File: src/rtl/mips_run_ctrl.sv
// ---------------------------------------------------------------------------
// mips_run_ctrl
//
// Run controller for the single-cycle MIPS core. It holds the core in reset
// for RESET_CYCLES cycles, releases it, and counts the cycles it executes.
// When the core PC equals the stop address, the controller freezes the core
// before that instruction executes. It then streams a window of
// data-memory words out over a valid/ready dump port.
//
// Optional build macro:
//   MIPS_RUN_CTRL_WATCHDOG_EN - if defined, RUN is ended after MAX_CYCLES
//                               counted cycles, with timeout set.
//                               If undefined, there is no watchdog and
//                               timeout is tied low.
//
// Ports:
//   clk, reset              rising-edge clock, async active-high reset
//   start                   one-cycle run request (accepted in IDLE/DONE)
//   end_pc                  stop address, latched when start is accepted
//   cpu_pc                  current core PC
//   cpu_reset, cpu_en       core reset and core clock enable
//   dmem_addr, dmem_rdata   data-memory read port (combinational read)
//   dump_valid, dump_ready  dump handshake
//   dump_data, dump_idx     dumped word and its 0-based position
//   cycle_count             core cycles executed since release (saturating)
//   busy, done, timeout     run status
// ---------------------------------------------------------------------------
module mips_run_ctrl #(
    parameter int unsigned RESET_CYCLES = 3,
    parameter int unsigned DUMP_BASE    = 50,
    parameter int unsigned DUMP_COUNT   = 21,
    parameter int unsigned CNT_W        = 32,
    parameter int unsigned MAX_CYCLES   = 4096
) (
    input  logic             clk,
    input  logic             reset,
    input  logic             start,
    input  logic [31:0]      end_pc,
    input  logic [31:0]      cpu_pc,
    output logic             cpu_reset,
    output logic             cpu_en,
    output logic [31:0]      dmem_addr,
    input  logic [31:0]      dmem_rdata,
    output logic             dump_valid,
    input  logic             dump_ready,
    output logic [31:0]      dump_data,
    output logic [7:0]       dump_idx,
    output logic [CNT_W-1:0] cycle_count,
    output logic             busy,
    output logic             done,
    output logic             timeout
);

    localparam int unsigned ADDR_W = 32;
    localparam int unsigned IDX_W  = 8;
    localparam int unsigned HOLD_W = 8;

    // Elaboration-time parameter range checks
    if (RESET_CYCLES < 1 || RESET_CYCLES > 255) begin : g_bad_reset_cycles
        $error("mips_run_ctrl: RESET_CYCLES out of range 1..255");
    end
    if (DUMP_COUNT < 1 || DUMP_COUNT > 255) begin : g_bad_dump_count
        $error("mips_run_ctrl: DUMP_COUNT out of range 1..255");
    end
    if (MAX_CYCLES < 1) begin : g_bad_max_cycles
        $error("mips_run_ctrl: MAX_CYCLES must be at least 1");
    end

    typedef enum logic [2:0] {
        S_IDLE = 3'd0,
        S_HOLD = 3'd1,
        S_RUN  = 3'd2,
        S_DUMP = 3'd3,
        S_DONE = 3'd4
    } state_t;

    state_t              state;
    state_t              state_nxt;

    logic [31:0]         end_pc_q;
    logic [HOLD_W-1:0]   hold_cnt;

    logic                start_acc;
    logic                hold_last;
    logic                pc_hit;
    logic                wd_hit;
    logic                beat_acc;
    logic                dump_last;

    // Status terms shared by the next-state and output logic
    assign start_acc = start && (state == S_IDLE || state == S_DONE);
    assign hold_last = (hold_cnt == HOLD_W'(RESET_CYCLES - 1));
    assign pc_hit    = (state == S_RUN) && (cpu_pc == end_pc_q);
    assign beat_acc  = dump_valid && dump_ready;
    assign dump_last = (dump_idx == IDX_W'(DUMP_COUNT - 1));

`ifdef MIPS_RUN_CTRL_WATCHDOG_EN
    // Watchdog fires on the RUN cycle where MAX_CYCLES have been counted
    assign wd_hit = (state == S_RUN) && (cycle_count == CNT_W'(MAX_CYCLES));
`else
    assign wd_hit = 1'b0;
`endif

    // State register
    always_ff @(posedge clk or posedge reset) begin
        if (reset) begin
            state <= S_IDLE;
        end else begin
            state <= state_nxt;
        end
    end

    // Next-state logic
    always_comb begin
        state_nxt = state;
        case (state)
            S_IDLE: begin
                if (start) begin
                    state_nxt = S_HOLD;
                end
            end
            S_HOLD: begin
                if (hold_last) begin
                    state_nxt = S_RUN;
                end
            end
            S_RUN: begin
                // A PC match takes priority; the watchdog only adds another exit
                if (pc_hit || wd_hit) begin
                    state_nxt = S_DUMP;
                end
            end
            S_DUMP: begin
                if (dump_ready && dump_last) begin
                    state_nxt = S_DONE;
                end
            end
            S_DONE: begin
                if (start) begin
                    state_nxt = S_HOLD;
                end
            end
            default: state_nxt = S_IDLE;
        endcase
    end

    // Output decode; cpu_en drops in the same cycle as the stop condition
    always_comb begin
        cpu_reset  = 1'b0;
        cpu_en     = 1'b0;
        dump_valid = 1'b0;
        busy       = 1'b0;
        done       = 1'b0;
        case (state)
            S_IDLE: begin
                cpu_reset = 1'b1;
            end
            S_HOLD: begin
                cpu_reset = 1'b1;
                busy      = 1'b1;
            end
            S_RUN: begin
                cpu_en = !pc_hit && !wd_hit;
                busy   = 1'b1;
            end
            S_DUMP: begin
                dump_valid = 1'b1;
                busy       = 1'b1;
            end
            S_DONE: begin
                done = 1'b1;
            end
            default: begin
                cpu_reset = 1'b1;
            end
        endcase
    end

    // Run datapath: stop address, hold counter, cycle counter, dump index
    always_ff @(posedge clk or posedge reset) begin
        if (reset) begin
            end_pc_q    <= '0;
            hold_cnt    <= '0;
            cycle_count <= '0;
            dump_idx    <= '0;
        end else if (start_acc) begin
            end_pc_q    <= end_pc;
            hold_cnt    <= '0;
            cycle_count <= '0;
            dump_idx    <= '0;
        end else begin
            if (state == S_HOLD && !hold_last) begin
                hold_cnt <= hold_cnt + HOLD_W'(1);
            end
            // Only executed cycles count; the counter saturates at all-ones
            if (cpu_en && (cycle_count != {CNT_W{1'b1}})) begin
                cycle_count <= cycle_count + CNT_W'(1);
            end
            // The index stays on the last beat so DONE reports the final position
            if (beat_acc && !dump_last) begin
                dump_idx <= dump_idx + IDX_W'(1);
            end
        end
    end

`ifdef MIPS_RUN_CTRL_WATCHDOG_EN
    logic timeout_q;

    // Sticky timeout flag, cleared by the next accepted start
    always_ff @(posedge clk or posedge reset) begin
        if (reset) begin
            timeout_q <= 1'b0;
        end else if (start_acc) begin
            timeout_q <= 1'b0;
        end else if (wd_hit && !pc_hit) begin
            timeout_q <= 1'b1;
        end
    end

    assign timeout = timeout_q;
`else
    assign timeout = 1'b0;
`endif

    // Dump window addressing; the read data passes straight through
    assign dmem_addr = ADDR_W'(DUMP_BASE) + ADDR_W'(dump_idx);
    assign dump_data = dmem_rdata;

endmodule
File: config.mk
export PLATFORM = sky130hd
export DESIGN_NAME = mips_run_ctrl
export DESIGN_NICKNAME = d
export VERILOG_FILES = /design/src/rtl/mips_run_ctrl.sv
export SDC_FILE = /design/constraint.sdc
export NUM_CORES = 1
export LEC_CHECK = 0
export BUFFER_PORTS_ARGS = -buffer_cell sky130_fd_sc_hd__buf_2
export CAP_MARGIN = 20
export CORE_MARGIN = 4
export CORE_UTILIZATION = 35
export DETAILED_ROUTE_END_ITERATION = 7
export GPL_ROUTABILITY_DRIVEN = 0
export HOLD_SLACK_MARGIN = 0.02
export SYNTH_ARGS = -nofsm -noshare
export SYNTH_HDL_FRONTEND = slang
export SYNTH_SLANG_ARGS = --single-unit
File: constraint.sdc
create_clock -name clk -period 5.1 [get_ports clk]
set_clock_uncertainty 0.05 [all_clocks]
set_input_delay 0.51 -clock clk [delete_from_list [all_inputs] [get_ports clk]]
set_output_delay 0.51 -clock clk [all_outputs]
set_load 0.005 [all_outputs]
==> flow_summary.json <==
{
  "status": "complete, no violations",
  "setup_violations": 0,
  "cp_slowest_cell": "a21oi_2",
  "synth_cells": 570,
  "critical_path.max_fanout": 17,
  "dp_cells": 813,
  "die_w_um": 126,
  "viasPerCell": 4.93,
  "path_cells": "ha_1, nand4_1, nor3_2, and4_4, nand3_1, a21oi_2, buf_8, a21oi_1, o21ai_0",
  "drt_first_pass_iters": 5,
  "rsz0062_at_grt": "false",
  "clock_tree.buffer_depth": 2,
  "cap_viol_max_count": 0,
  "dp_hpwl_um": 8680,
  "cp_top_family": "simple AND/OR/NAND/NOR gates",
  "synthFlopType": "dfrtp_1",
  "final_common_cell": "nand2_1",
  "cts_tree": "done",
  "pwr-share-seq_pct": 39.6,
  "maxSlewViolCount": 0,
  "worst_pin_slew_ns": 0.914,
  "fmax_mhz": 339,
  "grt_remaining_overflow": 0,
  "nets": 754,
  "htree_levels": 3,
  "share_comb_of_total_power_pct": 31.9,
  "syn_area_per_cell_um2": 8.60,
  "antenna_found_initial": 0,
  "finalSetupTns_ns": 0,
  "ys_types": 52,
  "grt_max_degree": 50,
  "ant_nets": 0,
  "synthArstFlopShare_pct": 100,
  "die_h_um": 126,
  "critPathMaxStageDelay_ns": 0.59,
  "seq_area_frac_synth_pct": 42.4,
  "relSlewSlack_pct": 39.1,
  "track_usage_pct": 14.9,
  "final_cell_mix": "128 x nand2_1, 121 x buf_2, 83 x dfrtp_1, 36 x xnor2_1, 31 x nor2_1",
  "irDropWorstVdd_mv": 0.207,
  "leakage_uw": 0.00282,
  "ctsRootBufferMaster": "clkbuf_16",
  "cts_setup_buffers": 0,
  "synth.area.top_cells": "dfrtp_1 42%, nand2_1 9.8%, buf_4 9.0%",
  "hp-class": "in2async",
  "path_buf_inv": 1,
  "whs_ns": 0.213,
  "wire_per_inst_um": 14.4,
  "layout_setup_ws_ns": 2.15,
  "hold_violations": 0,
  "io_pins": 210,
  "cts.clk_slew.worst_paths_ns": 0.06,
  "drc": 0,
  "start_util_pct": 36.4,
  "holdBufCountCts": 0,
  "cts_buffers": 9,
  "num_rows": 42,
  "drtIter0Drc": 225,
  "cp_data_arrival_time_ns": 3.15,
  "dpl-instance-area_um2": 5300,
  "cts_num_sinks": 83,
  "p_int_uw": 1580,
  "port-buffer-count": 121,
  "synth_edf_count": 0,
  "die_area_um2": 16000,
  "startpoint_type": "flip-flop",
  "required_ns": 5.30,
  "p_clk_share_pct": 28.5,
  "routed_wirelength_um": 11900,
  "end_kind": "flip-flop",
  "power_switching_uw": 856,
  "ys_ff_latch": 83,
  "syn_to_final_growth_pct": 14.4,
  "grt_first_pass_wirelength_um": 19500,
  "drive_above_1_share_pct": 23.4,
  "clock_latency_ns": 0.34,
  "fin_crit_ns": 2.95,
  "via_count": 4085,
  "yosysTopAreaCell": "dfrtp_1",
  "finalCritPeriodShare_pct": 57.8,
  "cts_resized": 0,
  "grt_pass1_vias": 3945,
  "layout.cells.non_filler": 829,
  "diodes": 0,
  "fin_area_um2": 5610,
  "power_density_nw_per_um2": 434,
  "pre_cts_slack_ns": 2.08,
  "crit_type": "reg2reg",
  "synthDominantCellAreaShare_pct": 42.4,
  "yosysWarnings": 0,
  "synth_area_um2": 4900,
  "core_um2": 13500,
  "p_sw_share_pct": 35.1
}
[cell usage after synthesis, drive strengths merged (12+ instances only)]
cell type and instances:
nand3 31, xor2 14, a21oi 18, dfrtp 83, nand2 129, xnor2 36
nor2 32, o21ai 30, nor3 14, buf 71, and3 12, inv 15
nand4 14
[kinds of logic (layout without fill, tap and decap cells)]
group	after synthesis	count (layout)	share of synthesized area, %
AND/OR/NAND/NOR	262	262	25.5
other	1	24	0.0765
flip-flops	83	83	42.4
XOR/XNOR	50	50	8.94
buffers and inverters	95	155	12.4
AO/OA/AOI/OAI	67	67	7.94
adder cells (fa/ha/maj)	6	6	1.53
multiplexers	6	6	1.23
[worst reg2reg max path: stages (launching register included)]
cell and delay, ns:
dfrtp_1 0.44, ha_1 0.26, nand4_1 0.21, nor3_2 0.35, and4_4 0.31, nand3_1 0.15, a21oi_2 0.59, buf_8 0.25
a21oi_1 0.06, o21ai_0 0.20
[cell type report]
type	count	area, um^2
Fill cell	1381	7850
Multi-Input combinational cell	415	2310
Sequential cell	83	2080
Timing Repair Buffer	124	636
Clock buffer	11	233
Tap cell	176	220
Clock inverter	5	77.6
Inverter	15	57.6
[layer usage]
metal	wire, um	global-route usage (%)	share of wire, %	vias up
met5	0	0	0	-
met4	111	3.97	0.93	0
met3	1010	4.83	8.5	18
met2	5510	23.0	46	160
met1	5310	20.2	44	1925
li1	-	-	-	1982
[per-stage QoR]
stage               total power, uW  utilization, %
floorplan                      1570               -
global placement               1720            39.3
detailed placement             1760            39.4
CTS                            2470            41.7
global route                   2630            41.7
finish                         2440            41.7
[power groups by stage]
stage                     logic (uW)  registers [uW]  clock network, uW
after floorplan                  630             944                  0
after global placement           750             970                  0
after detailed placement         784             978                  0
after CTS                        789             965                712
after global routing             894             989                747
final                            777             965                693
[final timing paths]
kind,from,endpoint,slack [ns],cells after the start
max reg2reg,cycle_count[1],cycle_count[7],2.15,9
max,cycle_count[1],cycle_count[7],2.15,9
min,reset,cycle_count[21],0.21,2
min reg2reg,end_pc_q[23],end_pc_q[23],0.44,2
min in group clk,end_pc[16],end_pc_q[16],0.31,3
max in group asynchronous,reset,end_pc_q[28],3.74,3
[flip-flops by register name, summed over array words and instances, names as in the netlist]
register	cells
hold_cnt	8
dump_idx	8
cycle_count	32
end_pc_q	32
state	3
Power figures use the tool's default switching activity.
